**src/rtl/usb_regs_pkg.sv**
```systemverilog
// ---------------------------------------------------------------------------
// usb_regs_pkg
// Shared constants for the USB-to-AHB-Lite status/error register bank.
//   - default widths of the status, error, occupancy, EHTS and counter fields
//   - bit positions of the named error sources and status flags
// ---------------------------------------------------------------------------
package usb_regs_pkg;

    localparam int NUM_STATUS = 16;
    localparam int NUM_ERR    = 16;
    localparam int OCC_W      = 7;
    localparam int EHTS_W     = 8;
    localparam int CNT_W      = 8;

    // Error source bit positions
    localparam int ERR_RX = 0;
    localparam int ERR_TX = 8;

    // Status flag bit positions
    localparam int ST_RX_DATA_READY = 0;
    localparam int ST_RX_ACTIVE     = 8;
    localparam int ST_TX_ACTIVE     = 9;

endpackage

```
**src/rtl/usb_status_regs_if.sv**
```systemverilog
// ---------------------------------------------------------------------------
// usb_status_regs_if
// Bundles every non-clock/reset signal of the status register bank.
//   master : the RX/TX packet logic and AHB-Lite slave side.
//            It drives the flags, error sources, strobes, occupancy and EHTS data.
//   slave  : the register bank. It drives statusData, errorData, errEnable,
//            errIrq, errCount, boData, boHighWater and ehtsData.
// ---------------------------------------------------------------------------
interface usb_status_regs_if
    import usb_regs_pkg::*;
#(
    parameter int NUM_STATUS = usb_regs_pkg::NUM_STATUS,
    parameter int NUM_ERR    = usb_regs_pkg::NUM_ERR,
    parameter int OCC_W      = usb_regs_pkg::OCC_W,
    parameter int EHTS_W     = usb_regs_pkg::EHTS_W,
    parameter int CNT_W      = usb_regs_pkg::CNT_W
);

    logic [NUM_STATUS-1:0] statusIn;
    logic [NUM_ERR-1:0]    errIn;
    logic [NUM_ERR-1:0]    errClear;
    logic                  errEnableWrite;
    logic [NUM_ERR-1:0]    enableData;
    logic                  cntClear;
    logic [OCC_W-1:0]      bufferOccupancy;
    logic                  hwmClear;
    logic [EHTS_W-1:0]     nextEHTSData;
    logic                  ehtsLoad;

    logic [NUM_STATUS-1:0] statusData;
    logic [NUM_ERR-1:0]    errorData;
    logic [NUM_ERR-1:0]    errEnable;
    logic                  errIrq;
    logic [CNT_W-1:0]      errCount;
    logic [OCC_W-1:0]      boData;
    logic [OCC_W-1:0]      boHighWater;
    logic [EHTS_W-1:0]     ehtsData;

    modport master (
        output statusIn, errIn, errClear, errEnableWrite, enableData,
               cntClear, bufferOccupancy, hwmClear, nextEHTSData, ehtsLoad,
        input  statusData, errorData, errEnable, errIrq, errCount,
               boData, boHighWater, ehtsData
    );

    modport slave (
        input  statusIn, errIn, errClear, errEnableWrite, enableData,
               cntClear, bufferOccupancy, hwmClear, nextEHTSData, ehtsLoad,
        output statusData, errorData, errEnable, errIrq, errCount,
               boData, boHighWater, ehtsData
    );

endinterface

```
**src/rtl/usb_status_regs_rise_detect.sv**
```systemverilog
// ---------------------------------------------------------------------------
// rise_detect
// Per-bit rising-edge detector that holds the previous-cycle copy of its input.
//   clk   : system clock
//   nRst  : asynchronous active-low reset. It clears the history to 0.
//   in    : sampled vector
//   rise  : in & ~history. It is combinational from in.
// Because the history resets to 0, a bit that is already high when reset is
// released reports a rise at the first clock edge.
// ---------------------------------------------------------------------------
module rise_detect #(
    parameter int WIDTH = 16
) (
    input  logic             clk,
    input  logic             nRst,
    input  logic [WIDTH-1:0] in,
    output logic [WIDTH-1:0] rise
);

    logic [WIDTH-1:0] errPrev;

    always_ff @(posedge clk or negedge nRst) begin
        if (!nRst) begin
            errPrev <= '0;
        end else begin
            errPrev <= in;
        end
    end

    assign rise = in & ~errPrev;

endmodule

```
**src/rtl/usb_status_regs.sv**
```systemverilog
// ---------------------------------------------------------------------------
// usb_status_regs
// Status/error register bank for the USB-to-AHB-Lite slave path.
//   clk  : system clock. All state updates on the rising edge.
//   nRst : asynchronous active-low reset. It clears every register.
//   bus  : usb_status_regs_if.slave
//          Inputs : status flags, error sources, W1C clears, enable write,
//                   counter/high-water clears, occupancy, EHTS load.
//          Outputs: registered status, sticky errors, enables, interrupt,
//                   saturating event counter, occupancy, high-water mark, EHTS.
// Every output comes straight from a flop, so there is no combinational
// path from any input to any output.
// ---------------------------------------------------------------------------
module usb_status_regs
    import usb_regs_pkg::*;
#(
    parameter int NUM_STATUS = usb_regs_pkg::NUM_STATUS,
    parameter int NUM_ERR    = usb_regs_pkg::NUM_ERR,
    parameter int OCC_W      = usb_regs_pkg::OCC_W,
    parameter int EHTS_W     = usb_regs_pkg::EHTS_W,
    parameter int CNT_W      = usb_regs_pkg::CNT_W
) (
    input  logic              clk,
    input  logic              nRst,
    usb_status_regs_if.slave  bus
);

    localparam int PC_W  = $clog2(NUM_ERR + 1);
    localparam int SUM_W = ((CNT_W > PC_W) ? CNT_W : PC_W) + 1;

    logic [NUM_STATUS-1:0] statusQ;
    logic [NUM_ERR-1:0]    errorQ;
    logic [NUM_ERR-1:0]    enableQ;
    logic                  irqQ;
    logic [CNT_W-1:0]      countQ;
    logic [OCC_W-1:0]      occQ;
    logic [OCC_W-1:0]      hwmQ;
    logic [EHTS_W-1:0]     ehtsQ;

    logic [NUM_ERR-1:0]    rise;
    logic [PC_W-1:0]       riseCount;
    logic [CNT_W-1:0]      countBase;

    function automatic logic [PC_W-1:0] popcount(input logic [NUM_ERR-1:0] v);
        logic [PC_W-1:0] n;
        n = '0;
        for (int i = 0; i < NUM_ERR; i++) begin
            n = n + PC_W'(v[i]);
        end
        return n;
    endfunction

    // The add is done one bit wider than either operand, so an overflow is
    // visible and clamps to all-ones instead of wrapping.
    function automatic logic [CNT_W-1:0] satAdd(input logic [CNT_W-1:0] a,
                                                input logic [PC_W-1:0]  b);
        logic [SUM_W-1:0] s;
        s = SUM_W'(a) + SUM_W'(b);
        if (s > SUM_W'({CNT_W{1'b1}})) begin
            return {CNT_W{1'b1}};
        end
        return s[CNT_W-1:0];
    endfunction

    rise_detect #(.WIDTH(NUM_ERR)) uRiseDetect (
        .clk  (clk),
        .nRst (nRst),
        .in   (bus.errIn),
        .rise (rise)
    );

    // cntClear restarts from zero but still adds this cycle's events.
    assign riseCount = popcount(rise);
    assign countBase = bus.cntClear ? '0 : countQ;

    // Sticky errors: set has priority over the W1C clear, so no event is lost.
    // The interrupt looks at the registered error and enable bits, which adds
    // one cycle of delay after errorData.
    always_ff @(posedge clk or negedge nRst) begin
        if (!nRst) begin
            errorQ  <= '0;
            enableQ <= '0;
            irqQ    <= 1'b0;
            countQ  <= '0;
        end else begin
            errorQ <= rise | (errorQ & ~bus.errClear);
            if (bus.errEnableWrite) begin
                enableQ <= bus.enableData;
            end
            irqQ   <= |(errorQ & enableQ);
            countQ <= satAdd(countBase, riseCount);
        end
    end

    // Status, occupancy, high-water mark and EHTS registers.
    // hwmClear reloads the tracker with the current occupancy.
    always_ff @(posedge clk or negedge nRst) begin
        if (!nRst) begin
            statusQ <= '0;
            occQ    <= '0;
            hwmQ    <= '0;
            ehtsQ   <= '0;
        end else begin
            statusQ <= bus.statusIn;
            occQ    <= bus.bufferOccupancy;
            if (bus.hwmClear || (bus.bufferOccupancy > hwmQ)) begin
                hwmQ <= bus.bufferOccupancy;
            end
            if (bus.ehtsLoad) begin
                ehtsQ <= bus.nextEHTSData;
            end
        end
    end

    assign bus.statusData  = statusQ;
    assign bus.errorData   = errorQ;
    assign bus.errEnable   = enableQ;
    assign bus.errIrq      = irqQ;
    assign bus.errCount    = countQ;
    assign bus.boData      = occQ;
    assign bus.boHighWater = hwmQ;
    assign bus.ehtsData    = ehtsQ;

endmodule
```
**src/flat_wrapper.sv**
```systemverilog
// flat-port wrapper written by rule: the top's interface ports become plain ports
module usb_status_regs_flat import usb_regs_pkg::*;
#(
    parameter int NUM_STATUS = usb_regs_pkg::NUM_STATUS,
    parameter int NUM_ERR    = usb_regs_pkg::NUM_ERR,
    parameter int OCC_W      = usb_regs_pkg::OCC_W,
    parameter int EHTS_W     = usb_regs_pkg::EHTS_W,
    parameter int CNT_W      = usb_regs_pkg::CNT_W
)
  (clk, nRst, bus_statusIn, bus_errIn, bus_errClear, bus_errEnableWrite, bus_enableData, bus_cntClear, bus_bufferOccupancy, bus_hwmClear, bus_nextEHTSData, bus_ehtsLoad, bus_statusData, bus_errorData, bus_errEnable, bus_errIrq, bus_errCount, bus_boData, bus_boHighWater, bus_ehtsData);
  usb_status_regs_if #(.NUM_STATUS(NUM_STATUS), .NUM_ERR(NUM_ERR), .OCC_W(OCC_W), .EHTS_W(EHTS_W), .CNT_W(CNT_W)) bus_i ();
  input  logic clk;
  input  logic nRst;
  input wire logic [$bits(bus_i.statusIn)-1:0] bus_statusIn;
  input wire logic [$bits(bus_i.errIn)-1:0] bus_errIn;
  input wire logic [$bits(bus_i.errClear)-1:0] bus_errClear;
  input wire logic [$bits(bus_i.errEnableWrite)-1:0] bus_errEnableWrite;
  input wire logic [$bits(bus_i.enableData)-1:0] bus_enableData;
  input wire logic [$bits(bus_i.cntClear)-1:0] bus_cntClear;
  input wire logic [$bits(bus_i.bufferOccupancy)-1:0] bus_bufferOccupancy;
  input wire logic [$bits(bus_i.hwmClear)-1:0] bus_hwmClear;
  input wire logic [$bits(bus_i.nextEHTSData)-1:0] bus_nextEHTSData;
  input wire logic [$bits(bus_i.ehtsLoad)-1:0] bus_ehtsLoad;
  output wire logic [$bits(bus_i.statusData)-1:0] bus_statusData;
  output wire logic [$bits(bus_i.errorData)-1:0] bus_errorData;
  output wire logic [$bits(bus_i.errEnable)-1:0] bus_errEnable;
  output wire logic [$bits(bus_i.errIrq)-1:0] bus_errIrq;
  output wire logic [$bits(bus_i.errCount)-1:0] bus_errCount;
  output wire logic [$bits(bus_i.boData)-1:0] bus_boData;
  output wire logic [$bits(bus_i.boHighWater)-1:0] bus_boHighWater;
  output wire logic [$bits(bus_i.ehtsData)-1:0] bus_ehtsData;
  assign bus_i.statusIn = bus_statusIn;
  assign bus_i.errIn = bus_errIn;
  assign bus_i.errClear = bus_errClear;
  assign bus_i.errEnableWrite = bus_errEnableWrite;
  assign bus_i.enableData = bus_enableData;
  assign bus_i.cntClear = bus_cntClear;
  assign bus_i.bufferOccupancy = bus_bufferOccupancy;
  assign bus_i.hwmClear = bus_hwmClear;
  assign bus_i.nextEHTSData = bus_nextEHTSData;
  assign bus_i.ehtsLoad = bus_ehtsLoad;
  assign bus_statusData = bus_i.statusData;
  assign bus_errorData = bus_i.errorData;
  assign bus_errEnable = bus_i.errEnable;
  assign bus_errIrq = bus_i.errIrq;
  assign bus_errCount = bus_i.errCount;
  assign bus_boData = bus_i.boData;
  assign bus_boHighWater = bus_i.boHighWater;
  assign bus_ehtsData = bus_i.ehtsData;
  usb_status_regs #(.NUM_STATUS(NUM_STATUS), .NUM_ERR(NUM_ERR), .OCC_W(OCC_W), .EHTS_W(EHTS_W), .CNT_W(CNT_W)) u_core (.clk(clk), .nRst(nRst), .bus(bus_i));
endmodule
```
**config.mk**
```make
export PLATFORM = sky130hd
export DESIGN_NAME = usb_status_regs_flat
export DESIGN_NICKNAME = d
export VERILOG_FILES = /design/src/rtl/usb_regs_pkg.sv /design/src/rtl/usb_status_regs_if.sv /design/src/rtl/usb_status_regs_rise_detect.sv /design/src/rtl/usb_status_regs.sv /design/src/flat_wrapper.sv
export SDC_FILE = /design/constraint.sdc
export NUM_CORES = 1
export LEC_CHECK = 0
export ABC_CLOCK_PERIOD_IN_PS = 5940
export BUFFER_PORTS_ARGS = -buffer_cell sky130_fd_sc_hd__buf_2
export CAP_MARGIN = 0
export CORE_UTILIZATION = 48
export DETAILED_ROUTE_END_ITERATION = 10
export PLACE_DENSITY_LB_ADDON = 0.15
export SYNTH_ARGS = -nofsm -noshare
export SYNTH_HDL_FRONTEND = slang
export SYNTH_SLANG_ARGS = --single-unit
```
**constraint.sdc**
```tcl
create_clock -name clk -period 5.94 [get_ports clk]
set_input_delay 1.188 -clock clk [delete_from_list [all_inputs] [get_ports clk]]
set_output_delay 1.188 -clock clk [all_outputs]
set_load 0.02 [all_outputs]
```
Yosys cells after proc, flatten, opt, wreduce, memory -nomap -nowiden. Cells that the tools add are included.

Bits in registers: 95. Latch bits: 0. Memory bits (writable): 0. Memory bits (read-only): 0. Bits of input ports: 85. Output and inout port bits: 79. Word-level logic and storage cells: 39. Memories: 0.

Add/sub/neg operators: 16. Multiply operators: 0. Divide/modulo/power cells: 0. $lt $le $gt $ge: 2. Equal/unequal tests: 0. Shift operators: 0. Mux-type cells: 4. Bitwise operators: 6. Reductions and logical operators: 2.

Operators with widths (number): 5-bit by 1-bit adder with 5-bit output (14); 16-bit bitwise AND (3); 16-bit inverter (2); 8-bit two-way mux (3); 16-bit bitwise OR (1); 16-bit OR reduction (1); 8-bit by 5-bit adder with 9-bit output (1); 9-bit by 8-bit > comparator with 1-bit output (second input constant) (1); 7-bit > comparator (1); 1-bit by 1-bit adder with 2-bit output (1); 1-bit logical OR (1); 1-bit two-way mux (1).

Logic depth before layout (Yosys ltp). Gate-level depths: netlist of run 1.

Depth in word-level cells: 21. Gate-level depth with buffers: 19. Depth with buffers taken out: 19.

By module. From an unflattened synthesis of run 1, not the netlist that was laid out.

Cell total of the unflattened synthesis: 295. Area total of the unflattened synthesis: 4081.4 um^2.

By module, submodules not included: usb_status_regs (times used 1, cells each 263, area each 3460.8 um^2, sequential area each 1976.9 um^2); rise_detect (times used 1, cells each 32, area each 620.6 um^2, sequential area each 400.4 um^2).

Worst setup path before layout of run 1. No wires, ideal clock.

Kind: in2reg. From: input port bus_errIn[1]. To: register u_core.countQ[3] (netlist: u_core.bus.errCount[3]). Setup time: 0.143 ns. Data arrival time: 5.440 ns. Data required time: 5.797 ns. Path slack: 0.357 ns. Stages on the path: 15. Path buffers: 0. Cells stage by stage: nor2b_1 ha_1 inv_1 fa_1 fa_1 fa_1 fa_1 fa_1 inv_1 fa_1 fa_1 nand3_1 a21oi_1 o21ai_1 o21ai_0.

Longest elaborated chain between the ends: 20.

RTL lines: start: declaration (RTL line flat_wrapper.sv:15) `input wire logic [$bits(bus_i.errIn)-1:0] bus_errIn;`; 16-bit bitwise AND * (RTL line usb_status_regs_rise_detect.sv:30) `assign rise = in & ~errPrev;`; 1-bit by 1-bit adder with 2-bit output * (RTL line usb_status_regs.sv:48) `n = n + PC_W'(v[i]);`; 5-bit by 1-bit adder with 5-bit output * (14 in series) (RTL line usb_status_regs.sv:48); 8-bit by 5-bit adder with 9-bit output * (RTL line usb_status_regs.sv:58) `s = SUM_W'(a) + SUM_W'(b);`; 9-bit by 8-bit > comparator with 1-bit output (RTL line usb_status_regs.sv:59) `if (s > SUM_W'({CNT_W{1'b1}})) begin`; 1-bit two-way mux (RTL line usb_status_regs.sv:59); 8-bit two-way mux * (RTL line usb_status_regs.sv:62) `return s[CNT_W-1:0];`; end signal: assignment (RTL line usb_status_regs.sv:91) `countQ <= satAdd(countBase, riseCount);`; end: declaration (RTL line usb_status_regs.sv:35) `logic [CNT_W-1:0] countQ;`.

Mark *: on every way between the ends. The rest lies on a longest branch, timed or not. A chain may end at the register's enable or synchronous reset.

Worst setup path after layout of run 1.
From: input port bus_errIn[1]. To: register u_core.countQ[7] (netlist: u_core.bus.errCount[7]).

Same word-level chain as after synthesis.

==> impl_metrics.env, run 1 <==
export IMPL_synthArstFlopShare_pct=100
export IMPL_crit_chain="buf_2 -> nor2b_1 -> ha_1 -> inv_1 -> fa_1 -> fa_1 -> fa_1 -> fa_1 -> fa_1 -> inv_1 -> fa_1 -> fa_1 -> nand3_1 -> and2_1 -> nor4b_1 -> a221oi_1"
export IMPL_status="complete, no violations"
export IMPL_fin_crit_ns=5.59
export IMPL_max_freq_mhz=179
export IMPL_power_leakage_nw=2.68
export IMPL_clk_latency_ns=0.36
export IMPL_h_tree_depth=3
export IMPL_drc=0
export IMPL_cts_sinks=95
export IMPL_worst_pin_slew_ns=0.753
export IMPL_finalMaxSlewViolations=0
export IMPL_wl_met1_um=3490
export IMPL_clockBufferDepth=2
export IMPL_synth_top_area_share_pct=60.0
export IMPL_die_area_um2=8630
export IMPL_dp_hpwl_um=6370
export IMPL_initial_core_util_pct=50.5
export IMPL_setup_tns_final_ns=0
export IMPL_synth_edff_count=0
export IMPL_wl_met3_um=481
export IMPL_yosysSeqAreaShare_pct=60.0
export IMPL_areaGrowthSynthToFinish_pct=28.9
export IMPL_grt_total_usage_pct=20.2
export IMPL_numCtsBuffers=9
export IMPL_die_h_um=92.9
export IMPL_grt_ovfl_total=0
export IMPL_synth_top_family_by_area="adder cells"
export IMPL_row_count=32
export IMPL_hp_class="flop to flop"
export IMPL_hold_buffers=0
export IMPL_synthXorXnorAreaFrac_pct=0.884
export IMPL_finalPower_mw=1.69
export IMPL_ys_warnings_count=0
export IMPL_cts_post_setup_buffers_inserted=0
export IMPL_ys_ff_latch=95
export IMPL_root_buffer="clkbuf_8"
export IMPL_topRoutingLayerUsed="met4"
export IMPL_synthSimpleGateAreaFrac_pct=6.57
export IMPL_drive_gt1_share_pct=46.2
export IMPL_syn_area_per_cell_um2=13.6
export IMPL_crit_arrival_ns=5.82
export IMPL_synthesis_area_um2=3960
export IMPL_grt_pass1_vias=2763
export IMPL_skew_ns=0.0123
export IMPL_clk_pin_slew_worst_paths_ns=0.10
export IMPL_cts_tree="done"
export IMPL_via_per_inst=4.84
export IMPL_critPathLaunchType="primary input"
export IMPL_grt_pass1_wl_um=13200
export IMPL_fin_crit_sh_pct=94.2
export IMPL_power_density_nw_per_um2=330
export IMPL_port_buffers=163
export IMPL_core_area_um2=7850
export IMPL_die_x_um=92.9
export IMPL_syn_num_nets=404
export IMPL_synth_adder_area_share_pct=10.9
export IMPL_critical_path_max_stage_delay_ns=0.53
export IMPL_antennaDiodeCount=0
export IMPL_ant_nets=0
export IMPL_maxCapViolCount=0
export IMPL_grt_max_degree=62
export IMPL_critPathSlowestCell="fa_1"
export IMPL_path_class="primary input to flop"
export IMPL_firstDrtPassIters=4
export IMPL_layout_commonest_cell="buf_2"
export IMPL_drtIter0Drc=49
export IMPL_worstPathMaxFanout=2
export IMPL_num_vias=2761
export IMPL_rsz0062_at_grt="false"
export IMPL_crit_path_end_kind="flop"
export IMPL_synth_cells=291
export IMPL_setup_viol=0
export IMPL_layout_common_cells="buf_2, dfrtp_1, inv_1"
export IMPL_vdd_drop_max_uv=158
export IMPL_post_cts_resized=0
export IMPL_gp_congestion=0.821
export IMPL_final_nets=576
export IMPL_cp_common_cell="fa_1"
export IMPL_synth_top_area_cell="dfrtp_1"
export IMPL_synth_top_flop_cell="dfrtp_1"
export IMPL_slew_headroom_pct=49.8
export IMPL_synth_mux_area_share_pct=9.47
export IMPL_io_pins=164
export IMPL_hold_viol=0
export IMPL_synth_compound_area_share_pct=8.27
export IMPL_required_ns=6.17
export IMPL_antenna_found_initial=0
export IMPL_dr_wl_met2_um=4030
export IMPL_synth_area_leaders="dfrtp_1, mux2_2, fa_1"
export IMPL_wire_per_inst_um=14.3
export IMPL_synth_cell_types=32
export IMPL_routed_wl_um=8130
layer usage:
metal  vias to the layer above  track usage [%]
met1                      1323             25.6
met4                         0             7.05
met5                         -                0
met2                       100             33.5
met3                        12             5.34
li1                       1326                -
report_power, final:
group | internal, mW | leakage [nW] | switching [mW]
Combinational | 0.223 | 1.46 | 0.284
Sequential | 0.713 | 1.12 | 0.0364
Clock | 0.200 | 0.0982 | 0.233
Total | 1.14 | 2.68 | 0.553
synthesized netlist by cell type, drive strengths merged, types with 2 or more instances:
| cell | number |
|---|---|
| nor2b | 11 |
| nor2 | 3 |
| a21o | 7 |
| inv | 37 |
| mux2 | 31 |
| or2 | 2 |
| a21oi | 8 |
| nand2 | 4 |
| nand3 | 3 |
| clkbuf | 3 |
| nand2b | 13 |
| xnor2 | 3 |
| a211oi | 4 |
| ha | 17 |
| dfrtp | 95 |
| nand4 | 2 |
| a22o | 4 |
| a221oi | 5 |
| o21ai | 19 |
| fa | 11 |
worst max-delay path: cells and delay by family:
| family | cells | cell delay (ns) |
|---|---|---|
| AOI/OAI and AO/OA | 1 | 0.14 |
| adders and majority gates | 8 | 3.48 |
| buffers and inverters | 3 | 0.26 |
| and+or+nand+nor | 4 | 0.73 |
metrics by stage:
step	setup slack, ns	hold slack (ns)	cell area (µm²)	util [%]	instances
2_1_floorplan	0.357	0.528	3960	-	291
3_3_place_gp	0.0924	0.483	4910	62.5	554
3_5_place_dp	0.0142	0.491	4910	62.5	554
4_1_cts	0.407	0.512	5110	65.1	570
5_1_grt	0.179	0.530	5110	65.1	570
6_report	0.346	0.509	5110	65.1	570
worst paths after layout:
check	to	depth (start not counted)	startpoint	slack (ns)
worst max-delay path	u_core.bus.errCount[7]	16	bus_errIn[1]	0.35
worst min-delay path	u_core.bus.ehtsData[5]	1	u_core.bus.ehtsData[5]	0.51
worst max register to register	u_core.bus.errCount[7]	15	u_core.uRiseDetect.errPrev[0]	0.92
worst min register to register	u_core.bus.ehtsData[5]	1	u_core.bus.ehtsData[5]	0.51
max in group asynchronous	u_core.bus.errEnable[13]	2	nRst	4.06
min in group asynchronous	u_core.bus.statusData[7]	1	nRst	0.76
kinds of logic after synthesis:
family                   after synthesis
AO/OA/AOI/OAI                         49
XOR/XNOR                               4
adder cells (fa/ha/maj)               28
buffers and inverters                 41
flip-flops                            95
multiplexers                          31
AND/OR/NAND/NOR                       43
flip-flops by register name, indices dropped and copies added (netlist names):
| signal | count |
|---|---|
| u_core.bus.errorData | 16 |
| u_core.bus.boHighWater | 7 |
| u_core.uRiseDetect.errPrev | 16 |
| u_core.bus.errIrq | 1 |
| u_core.bus.boData | 7 |
| u_core.bus.statusData | 16 |
| u_core.bus.errEnable | 16 |
| u_core.bus.ehtsData | 8 |
| u_core.bus.errCount | 8 |
final cells by class:
cell class / count / area (µm²)
Fill cell: 653 / 2740
Sequential cell: 95 / 2380
Multi-Input combinational cell: 155 / 1430
Timing Repair Buffer: 165 / 833
Inverter: 37 / 139
Tap cell: 102 / 128
Clock buffer: 9 / 124
Clock inverter: 7 / 78.8
Power figures use the tool's default switching activity.
==> inputs of run 2 (changes only) <==
ABC_CLOCK_PERIOD_IN_PS = 6300   (was 5940)
clock period = 6.3 ns   (was 5.94 ns; I/O delays follow)
==> run 2 against run 1 <==
Power shrank 6.1%. Clock skew shrank 0.0011 ns. Sequential power shrank 5.9%. Critical path depth is the same. Die area is the same. Combinational power shrank 6.1%. Non-clock buffer count shrank 1. Largest cell class unchanged. Largest power group unchanged.
==> impl_metrics.env, run 2 (synthesis results as in run 1) <==
export IMPL_skew_ns=0.0112
export IMPL_post_cts_resized=0
export IMPL_root_buffer="clkbuf_8"
export IMPL_clk_latency_ns=0.35
export IMPL_power_switching_mw=0.515
export IMPL_cts_tree="done"
export IMPL_antennaDiodeCount=0
export IMPL_grt_ovfl_total=0
export IMPL_io_pins=164
export IMPL_clk_pin_slew_worst_paths_ns=0.10
export IMPL_cts_sinks=95
export IMPL_layout_common_cells="buf_2, dfrtp_1, inv_1"
export IMPL_maxCapViolCount=0
export IMPL_fin_crit_sh_pct=91.0
export IMPL_numCtsBuffers=9
export IMPL_hold_buffers=0
export IMPL_crit_arrival_ns=5.94
export IMPL_initial_core_util_pct=50.5
export IMPL_pwr_share_comb_pct=30.0
export IMPL_cts_post_setup_buffers_inserted=0
export IMPL_power_density_nw_per_um2=311
export IMPL_instances_no_fill=569
export IMPL_sw_frac_of_total_pct=32.5
export IMPL_layout_commonest_cell="buf_2"
export IMPL_crit_chain="buf_2 -> nor2b_1 -> ha_1 -> inv_1 -> fa_1 -> fa_1 -> fa_1 -> fa_1 -> fa_1 -> inv_1 -> fa_1 -> fa_1 -> nand3_1 -> a21oi_1 -> o21ai_1 -> o21ai_0"
export IMPL_core_area_um2=7850
export IMPL_worstPathMaxFanout=6
export IMPL_vdd_drop_max_uv=139
export IMPL_slew_headroom_pct=51.0
export IMPL_grt_max_degree=62
export IMPL_max_freq_mhz=174
export IMPL_die_area_um2=8630
export IMPL_areaGrowthSynthToFinish_pct=28.6
export IMPL_setup_viol=0
export IMPL_ant_nets=0
export IMPL_power_internal_mw=1.07
export IMPL_critical_path_max_stage_delay_ns=0.54
export IMPL_drtIter0Drc=83
export IMPL_final_cell_area_um2=5100
export IMPL_required_ns=6.51
export IMPL_dp_hpwl_um=6300
export IMPL_dp_cells=553
export IMPL_grt_pass1_wl_um=13000
export IMPL_gp_congestion=0.832
export IMPL_critPathSlowestCell="fa_1"
export IMPL_final_nets=575
export IMPL_place_area_um2=4900
export IMPL_clkPwrFrac_pct=25.4
export IMPL_hold_viol=0
export IMPL_row_count=32
export IMPL_antenna_found_initial=0
export IMPL_worst_pin_slew_ns=0.735
export IMPL_die_x_um=92.9
export IMPL_critPathLaunchType="primary input"
export IMPL_drive_gt1_share_pct=45.8
export IMPL_grt_pass1_vias=2678
export IMPL_firstDrtPassIters=4
export IMPL_hp_class="flop to flop"
export IMPL_num_vias=2766
export IMPL_fin_crit_ns=5.73
export IMPL_status="complete, no violations"
export IMPL_setup_tns_final_ns=0
export IMPL_power_frac_seq_pct=44.5
export IMPL_crit_path_end_kind="flop"
export IMPL_drc=0
export IMPL_grt_total_usage_pct=19.9
export IMPL_clockBufferDepth=2
export IMPL_die_h_um=92.9
export IMPL_port_buffers=163
export IMPL_routed_wl_um=8070
export IMPL_cp_common_cell="fa_1"
export IMPL_finalMaxSlewViolations=0
export IMPL_wire_per_inst_um=14.2
export IMPL_power_leakage_nw=2.68
export IMPL_via_per_inst=4.86
export IMPL_path_class="primary input to flop"
export IMPL_h_tree_depth=3
export IMPL_rsz0062_at_grt="false"
## run 2: power by group through the flow
| stage | clock network, mW | registers [mW] | logic [mW] |
|---|---|---|---|
| 2_1_floorplan | 0 | 0.786 | 0.258 |
| 3_3_place_gp | 0 | 0.717 | 0.469 |
| 3_5_place_dp | 0 | 0.719 | 0.480 |
| 4_1_cts | 0.413 | 0.707 | 0.485 |
| 5_1_grt | 0.438 | 0.714 | 0.536 |
| 6_report | 0.403 | 0.706 | 0.476 |
## run 2: path summary, 6_finish.rpt
| kind | endpoint | start | slack (ns) | depth (start not counted) |
|---|---|---|---|---|
| max | u_core.bus.errCount[5] | bus_errIn[1] | 0.57 | 16 |
| min | u_core.bus.ehtsData[5] | u_core.bus.ehtsData[5] | 0.51 | 1 |
| min reg2reg | u_core.bus.ehtsData[5] | u_core.bus.ehtsData[5] | 0.51 | 1 |
| min in group asynchronous | u_core.bus.statusData[7] | nRst | 0.84 | 1 |
| max reg2reg | u_core.bus.errCount[5] | u_core.uRiseDetect.errPrev[0] | 1.22 | 15 |
| max in group asynchronous | u_core.bus.errEnable[13] | nRst | 4.34 | 2 |
## run 2: metal layers
layer	wire length [µm]	global-route usage (%)	share of wire (%)
met1	3530	26.6	44
met3	480	4.27	5.9
met2	3910	32.0	48
met4	143	7.05	1.8
met5	0	0	0
## run 2: cell type report
| cell class | instances | area (µm²) |
|---|---|---|
| inverters | 37 | 139 |
| clock inverters | 6 | 68.8 |
| fillers | 681 | 2750 |
| well taps | 102 | 128 |
| flip-flops and latches | 95 | 2380 |
| multi-input cells | 155 | 1430 |
| repair buffers | 164 | 826 |
| clock buffers | 10 | 128 |
## run 2: critical path, delay by kind of cell
kind,cells,cell delay [ns]
AND/OR/NAND/NOR,2,0.27
buffers and inverters,3,0.27
adder cells (fa/ha/maj),8,3.51
AO/OA/AOI/OAI,3,0.63
## run 2: stage by stage
step | util (%) | hold slack [ns] | power (mW) | worst slack (ns)
after floorplan | - | 0.528 | 1.04 | 0.645
after global placement | 62.5 | 0.483 | 1.19 | 0.319
after detailed placement | 62.5 | 0.490 | 1.20 | 0.218
after CTS | 65.0 | 0.513 | 1.60 | 0.557
after global routing | 65.0 | 0.531 | 1.69 | 0.301
final | 65.0 | 0.509 | 1.59 | 0.568
